### config.mk
export PLATFORM = sky130hd
export DESIGN_NAME = csp_merge2_flat
export DESIGN_NICKNAME = d
export VERILOG_FILES = /design/src/rtl/csp_pkg.sv /design/src/rtl/csp_merge2_if.sv /design/src/rtl/csp_merge2_rr_arbiter2.sv /design/src/rtl/csp_merge2.sv /design/src/flat_wrapper.sv
export SDC_FILE = /design/constraint.sdc
export NUM_CORES = 1
export LEC_CHECK = 0
export ABC_AREA = 1
export CAP_MARGIN = 30
export CORE_AREA = 2 2 49 51
export CTS_BUF_LIST = sky130_fd_sc_hd__clkbuf_16
export CTS_CLUSTER_SIZE = 30
export DETAILED_ROUTE_END_ITERATION = 8
export DIE_AREA = 0 0 51 53
export HOLD_SLACK_MARGIN = 0.02
export PLACE_DENSITY = 0.73
export SYNTH_ARGS = -nofsm -noshare
export SYNTH_HDL_FRONTEND = slang
export SYNTH_SLANG_ARGS = --single-unit
### constraint.sdc
create_clock -name clk -period 1 [get_ports clk]
set_input_delay 0.1 -clock clk [delete_from_list [all_inputs] [get_ports clk]]
set_output_delay 0.1 -clock clk [all_outputs]
set_load 0.01 [all_outputs]
### src/rtl/csp_pkg.sv
// Shared encodings for the CSP merge/split pair: FSM states and select-token ids.
// The split consumes the same select encoding to route tokens back.
package csp_pkg;

   typedef enum logic [1:0] {
      IDLE   = 2'd0,
      SEND   = 2'd1,
      ACK_IN = 2'd2
   } state_e;

   localparam logic SEL_IN1 = 1'b0;
   localparam logic SEL_IN2 = 1'b1;

   // One-hot grant to source id; bit 1 of the grant means in2.
   function automatic logic grant_to_sel(input logic [1:0] grant);
      return grant[1] ? SEL_IN2 : SEL_IN1;
   endfunction

endpackage

### src/rtl/csp_merge2_if.sv
// Four-phase channels around csp_merge2: two input channels, merged output, select.
// master = the merge itself (drives out/sel and the input acks), slave = its environment.
interface csp_merge2_if #(
   parameter int WIDTH = 8
) ();

   logic             in1_req;
   logic [WIDTH-1:0] in1_data;
   logic             in1_ack;

   logic             in2_req;
   logic [WIDTH-1:0] in2_data;
   logic             in2_ack;

   logic             out_req;
   logic [WIDTH-1:0] out_data;
   logic             out_ack;

   logic             sel_req;
   logic             sel_data;
   logic             sel_ack;

   modport master (
      input  in1_req, in1_data,
      output in1_ack,
      input  in2_req, in2_data,
      output in2_ack,
      output out_req, out_data,
      input  out_ack,
      output sel_req, sel_data,
      input  sel_ack
   );

   modport slave (
      output in1_req, in1_data,
      input  in1_ack,
      output in2_req, in2_data,
      input  in2_ack,
      input  out_req, out_data,
      output out_ack,
      input  sel_req, sel_data,
      output sel_ack
   );

endinterface

### src/rtl/csp_merge2_rr_arbiter2.sv
// Combinational 2-way round-robin arbiter: on a tie the input not granted last wins.
// req[0] is in1, req[1] is in2; last_grant uses the select encoding.
module rr_arbiter2
   import csp_pkg::*;
(
   input  logic [1:0] req_i,
   input  logic       last_grant_i,
   output logic [1:0] grant_o,
   output logic       valid_o
);

   always_comb begin
      grant_o = 2'b00;
      unique case (req_i)
         2'b01:   grant_o = 2'b01;
         2'b10:   grant_o = 2'b10;
         2'b11:   grant_o = (last_grant_i == SEL_IN2) ? 2'b01 : 2'b10;
         default: grant_o = 2'b00;
      endcase
   end

   assign valid_o = |req_i;

endmodule

### src/rtl/csp_merge2.sv
// Two-way four-phase CSP merge with round-robin arbitration and a companion select token.
// One edge from sampled request to out_req/sel_req; all outputs registered.
module csp_merge2
   import csp_pkg::*;
#(
   parameter int WIDTH = 8
) (
   input  logic             clk,
   input  logic             reset,
   csp_merge2_if.master     bus
);

   state_e           state_q;
   logic             last_grant_q;
   logic             in1_ack_q;
   logic             in2_ack_q;
   logic             out_req_q;
   logic [WIDTH-1:0] out_data_q;
   logic             sel_req_q;
   logic             sel_data_q;

   logic [1:0]       grant;
   logic             arb_vld;
   logic             winner_req;

   rr_arbiter2 u_arb (
      .req_i        ({bus.in2_req, bus.in1_req}),
      .last_grant_i (last_grant_q),
      .grant_o      (grant),
      .valid_o      (arb_vld)
   );

   // sel_data_q holds the winner id from grant until the next grant.
   assign winner_req = (sel_data_q == SEL_IN2) ? bus.in2_req : bus.in1_req;

   always_ff @(posedge clk) begin
      if (reset) begin
         state_q      <= IDLE;
         last_grant_q <= SEL_IN2;
         in1_ack_q    <= 1'b0;
         in2_ack_q    <= 1'b0;
         out_req_q    <= 1'b0;
         out_data_q   <= '0;
         sel_req_q    <= 1'b0;
         sel_data_q   <= SEL_IN1;
      end else begin
         unique case (state_q)
            IDLE: begin
               if (arb_vld) begin
                  out_data_q <= grant[1] ? bus.in2_data : bus.in1_data;
                  sel_data_q <= grant_to_sel(grant);
                  out_req_q  <= 1'b1;
                  sel_req_q  <= 1'b1;
                  state_q    <= SEND;
               end
            end
            SEND: begin
               if (out_req_q && bus.out_ack) out_req_q <= 1'b0;
               if (sel_req_q && bus.sel_ack) sel_req_q <= 1'b0;
               // Release the source only once both downstream handshakes are fully closed.
               if (!out_req_q && !sel_req_q && !bus.out_ack && !bus.sel_ack) begin
                  if (sel_data_q == SEL_IN2) in2_ack_q <= 1'b1;
                  else                       in1_ack_q <= 1'b1;
                  state_q <= ACK_IN;
               end
            end
            ACK_IN: begin
               if (!winner_req) begin
                  in1_ack_q    <= 1'b0;
                  in2_ack_q    <= 1'b0;
                  last_grant_q <= sel_data_q;
                  state_q      <= IDLE;
               end
            end
            default: state_q <= IDLE;
         endcase
      end
   end

   assign bus.in1_ack  = in1_ack_q;
   assign bus.in2_ack  = in2_ack_q;
   assign bus.out_req  = out_req_q;
   assign bus.out_data = out_data_q;
   assign bus.sel_req  = sel_req_q;
   assign bus.sel_data = sel_data_q;

endmodule

### src/flat_wrapper.sv
// flat-port wrapper written by rule: the top's interface ports become plain ports
module csp_merge2_flat import csp_pkg::*;
#(
   parameter int WIDTH = 8
)
  (clk, reset, bus_in1_req, bus_in1_data, bus_in1_ack, bus_in2_req, bus_in2_data, bus_in2_ack, bus_out_req, bus_out_data, bus_out_ack, bus_sel_req, bus_sel_data, bus_sel_ack);
  csp_merge2_if #(.WIDTH(WIDTH)) bus_i ();
  input  logic clk;
  input  logic reset;
  input wire logic [$bits(bus_i.in1_req)-1:0] bus_in1_req;
  input wire logic [$bits(bus_i.in1_data)-1:0] bus_in1_data;
  output wire logic [$bits(bus_i.in1_ack)-1:0] bus_in1_ack;
  input wire logic [$bits(bus_i.in2_req)-1:0] bus_in2_req;
  input wire logic [$bits(bus_i.in2_data)-1:0] bus_in2_data;
  output wire logic [$bits(bus_i.in2_ack)-1:0] bus_in2_ack;
  output wire logic [$bits(bus_i.out_req)-1:0] bus_out_req;
  output wire logic [$bits(bus_i.out_data)-1:0] bus_out_data;
  input wire logic [$bits(bus_i.out_ack)-1:0] bus_out_ack;
  output wire logic [$bits(bus_i.sel_req)-1:0] bus_sel_req;
  output wire logic [$bits(bus_i.sel_data)-1:0] bus_sel_data;
  input wire logic [$bits(bus_i.sel_ack)-1:0] bus_sel_ack;
  assign bus_i.in1_req = bus_in1_req;
  assign bus_i.in1_data = bus_in1_data;
  assign bus_in1_ack = bus_i.in1_ack;
  assign bus_i.in2_req = bus_in2_req;
  assign bus_i.in2_data = bus_in2_data;
  assign bus_in2_ack = bus_i.in2_ack;
  assign bus_out_req = bus_i.out_req;
  assign bus_out_data = bus_i.out_data;
  assign bus_i.out_ack = bus_out_ack;
  assign bus_sel_req = bus_i.sel_req;
  assign bus_sel_data = bus_i.sel_data;
  assign bus_i.sel_ack = bus_sel_ack;
  csp_merge2 #(.WIDTH(WIDTH)) u_core (.clk(clk), .reset(reset), .bus(bus_i));
endmodule
==> results.tsv <==
stage	metric	value	unit
status	status	finished, violations left	
status	failing checks	negative setup slack	
timing	post-route setup slack	-0.0561	ns
worst_setup_path	Worst Reg-to-Reg Cells	7	
timing	Pins Over Slew Limit	0	
run	# Max-Cap Violations	0	
floorplan	io pins	35	
finish	area growth from synthesis to layout	71.6	%
timing	Fin. Hold Viols	0	
placement	Placed Instances	188	
floorplan	Initial Utilization	35.3	%
detailed_routing	Routed WL per cell	9.24	um
cts	Num Clock Sinks	16	
yosys	post-synthesis average cell area	6.32	um2
detailed_routing	post-route ant nets	0	
cts	CTS H-tree depth	1	
timing	final setup vio count	9	
worst_setup_path	Worst Setup EP	u_core.bus.out_data[4]	
yosys	share of Yosys cell area claimed by the top area cell type	42.2	%
finish	fill cell count	209	
yosys	Yosys cell types	13	
cts	CTS buffer count	3	
worst_setup_path	R2R Path End	u_core.bus.out_data[4]	
worst_setup_path	launching point of the worst reg2reg path	u_core.state_q[0]	
finish	most frequent cells in the layout	33 x nand2_1, 31 x nor2_1, 19 x clkdlybuf4s50_1, 13 x dlygate4sd2_1, 13 x dfxtp_1	
timing	crit share post-route	106	%
placement	hpwl dp	1.34	mm
pwr	clock network power share	39.3	%
floorplan	Core Region	0.00215	mm2
worst_setup_path	Worst setup SP type	register	
pwr	Int Pwr	1.47	mW
floorplan	Die Y	53	um
worst_setup_path	WP data required	1.14	ns
global_route	initial antenna violation count	0	
worst_setup_path	critical path fanouts, max	18	
yosys	Seq cells post-synth	16	
global_route	gr usage total	14.9	%
finish	antenna cells	0	
pwr	Reg power frac	37.3	%
pwr	total power	1.96	mW
pwr	sw power	492	uW
finish	Final Instance Count excl. Fillers	193	
timing	Final min period	1.06	ns
cts	Worst-path clk slew	0.05	ns
cts	CTS tree	done	
timing	Relative slew margins	83.5	%
cts	clock root cell	clkbuf_16	
worst_setup_path	CP cell instances	nor2_4, inv_2, nor2_4, buf_12, nand2_1, nor2_2, nor2_1	
pwr	Net Sw Frac	25.1	%
yosys	Ys Warns	0	
placement	placed cell area	0.00120	mm2
placement	gp weighted congestion	0.733	
floorplan	die area	0.00270	mm2
timing	Fmax	0.947	GHz
timing	hold_ws	0.387	ns
pwr	combinational cell fraction of total power	23.4	%
finish	nets@finish	188	
finish	commonest non-fill, non-tap cell in the layout	nand2_1	
detailed_routing	# DRC	0	
timing	final clock skew	0.00305	ns
cts	CTS Hold Bufs	0	
floorplan	row cnt	17	
yosys	Synth Cell Area	758	um2
detailed_routing	Vias	860	
cts	Worst-Skew Late Latency	0.25	ns
worst_setup_path	CP startpoint	u_core.state_q[0]	
detailed_routing	drt pass-1 iters	4	
worst_setup_path	slowest CP cell	dfxtp_2	
timing	RSZ-0062 raised after global routing	yes	
timing	Least-Margin Pin Slew	0.247	ns
yosys	post-synth net total	142	
detailed_routing	WL final	1.78	mm
yosys	top cells by area, synth	dfxtp_1 42%, nor2_1 17%, nand2_1 16%	
worst_setup_path	crit end category	register	
worst_setup_path	data arrival time of the worst path	1.20	ns
worst_setup_path	Most common cell on crit path	nor2_4	
pwr	P_leak	0.647	nW
detailed_routing	vias per inst	4.46	
global_route	first-pass GRT wire length	3.01	mm
cts	clock buffer depth	2	
worst_setup_path	Reg2Reg Setup Slack	-0.06	ns
floorplan	Horiz. Die Dim	51	um
hold_path	Min-Delay Path Class	input port to register	
finish	fraction of layout cells with a size suffix above 1	13.9	%
global_route	pin count of the biggest net entering global routing	19	
pwr	Peak VDD IR	0.857	mV
global_route	Remaining Overflow, GRT	0	
placement	PortBufs	34	
global_route	vias in the first global route	750	
worst_setup_path	crit-path max cell delay	0.33	ns
yosys	Mapped Cells	120	
worst_setup_path	CP Class	register to register	
detailed_routing	drt first-iter violations	9	
yosys	Seq/Total Area, Yosys	42.2	%
pwr	PD cells	1510	mW/mm2
finish	Util after Layout	60.6	%
finish	Finished Cell Area	0.00130	mm2
yosys	post-synth top area cell	dfxtp_1	
final cells by class:
type                       count  area (um2)  share of cell area, %
clock inverter                 1        3.75                  0.288
timing repair buffer          43         417                   32.0
sequential                    16         327                   25.1
clock buffer                   3        75.1                   5.77
inverter                      13        48.8                   3.75
tap                           28        35.0                   2.69
multi-input combinational     89         395                   30.4
state kept, by name, indices dropped and copies added, names as in the netlist:
register and flops:
u_core.bus.in1_ack 1, u_core.bus.in2_ack 1, u_core.bus.out_data 8, u_core.bus.out_req 1
u_core.bus.sel_data 1, u_core.bus.sel_req 1, u_core.last_grant_q 1, u_core.state_q 2
metrics by stage:
stage,setup WS (ns),setup TNS [ns]
final,-0.0561,-0.290
after floorplan,0.00242,0
after global routing,-0.144,-1.17
after detailed placement,-0.319,-3.99
after global placement,-0.285,-3.65
after CTS,-0.0372,-0.232
worst max-delay path, delay by kind of cell (launching register included):
kind	cells	cell delay, ns
buf+inv	2	0.19
simple gates	5	0.42
flops	1	0.33
cells in the mapped netlist:
| library cell | n |
|---|---|
| nor2_2 | 1 |
| dfxtp_1 | 16 |
| a21oi_1 | 5 |
| nor2_4 | 1 |
| buf_4 | 1 |
| o21ai_0 | 8 |
| o21ai_1 | 1 |
| nand3_1 | 3 |
| inv_1 | 13 |
| nor2_1 | 35 |
| buf_6 | 1 |
| nand2_1 | 33 |
| nand4_1 | 2 |
how the worst min path moves through the flow:
stage / startpoint / to / slack, ns / cells after the start
final: bus_in1_req / u_core.bus.sel_data / 0.39 / 4
after global routing: bus_in1_req / u_core.bus.sel_data / 0.42 / 4
after CTS: bus_in1_req / u_core.bus.sel_data / 0.38 / 4
after detailed placement: u_core.bus.in1_ack / u_core.bus.in1_ack / 0.45 / 2
after global placement: u_core.last_grant_q / u_core.last_grant_q / 0.44 / 2
after floorplan: reset / u_core.bus.in1_ack / 0.17 / 1
timing repair:
item                       CTS  global route
pin swaps                    0             1
resized for setup           23             6
setup endpoints to repair   28            17
hold endpoints to repair     0             0
gates cloned                 0             0
setup buffers                0             1
logic make-up after synthesis:
group,Yosys count,share of synthesized area [%]
and+or+nand+nor,75,39.6
DFF,16,42.2
buffers and inverters,15,8.91
AOI/OAI and AO/OA,14,9.24
power by group through the flow:
| stage | Combinational [mW] | Sequential [mW] | Clock [mW] |
|---|---|---|---|
| 2_1_floorplan | 0.182 | 0.764 | 0 |
| 3_3_place_gp | 0.468 | 0.743 | 0 |
| 3_5_place_dp | 0.475 | 0.742 | 0 |
| 4_1_cts | 0.446 | 0.734 | 0.795 |
| 5_1_grt | 0.513 | 0.741 | 0.818 |
| 6_report | 0.459 | 0.733 | 0.772 |
layer usage:
| metal | vias to the layer above | track usage (%) | share of wire [%] |
|---|---|---|---|
| met5 | - | 0 | 0 |
| met4 | 0 | 6.76 | 1.5 |
| met3 | 3 | 3.39 | 8.5 |
| met2 | 35 | 23.8 | 44 |
| met1 | 366 | 19.1 | 45 |
| li1 | 456 | - | - |
(Power assumes the default switching activity.)
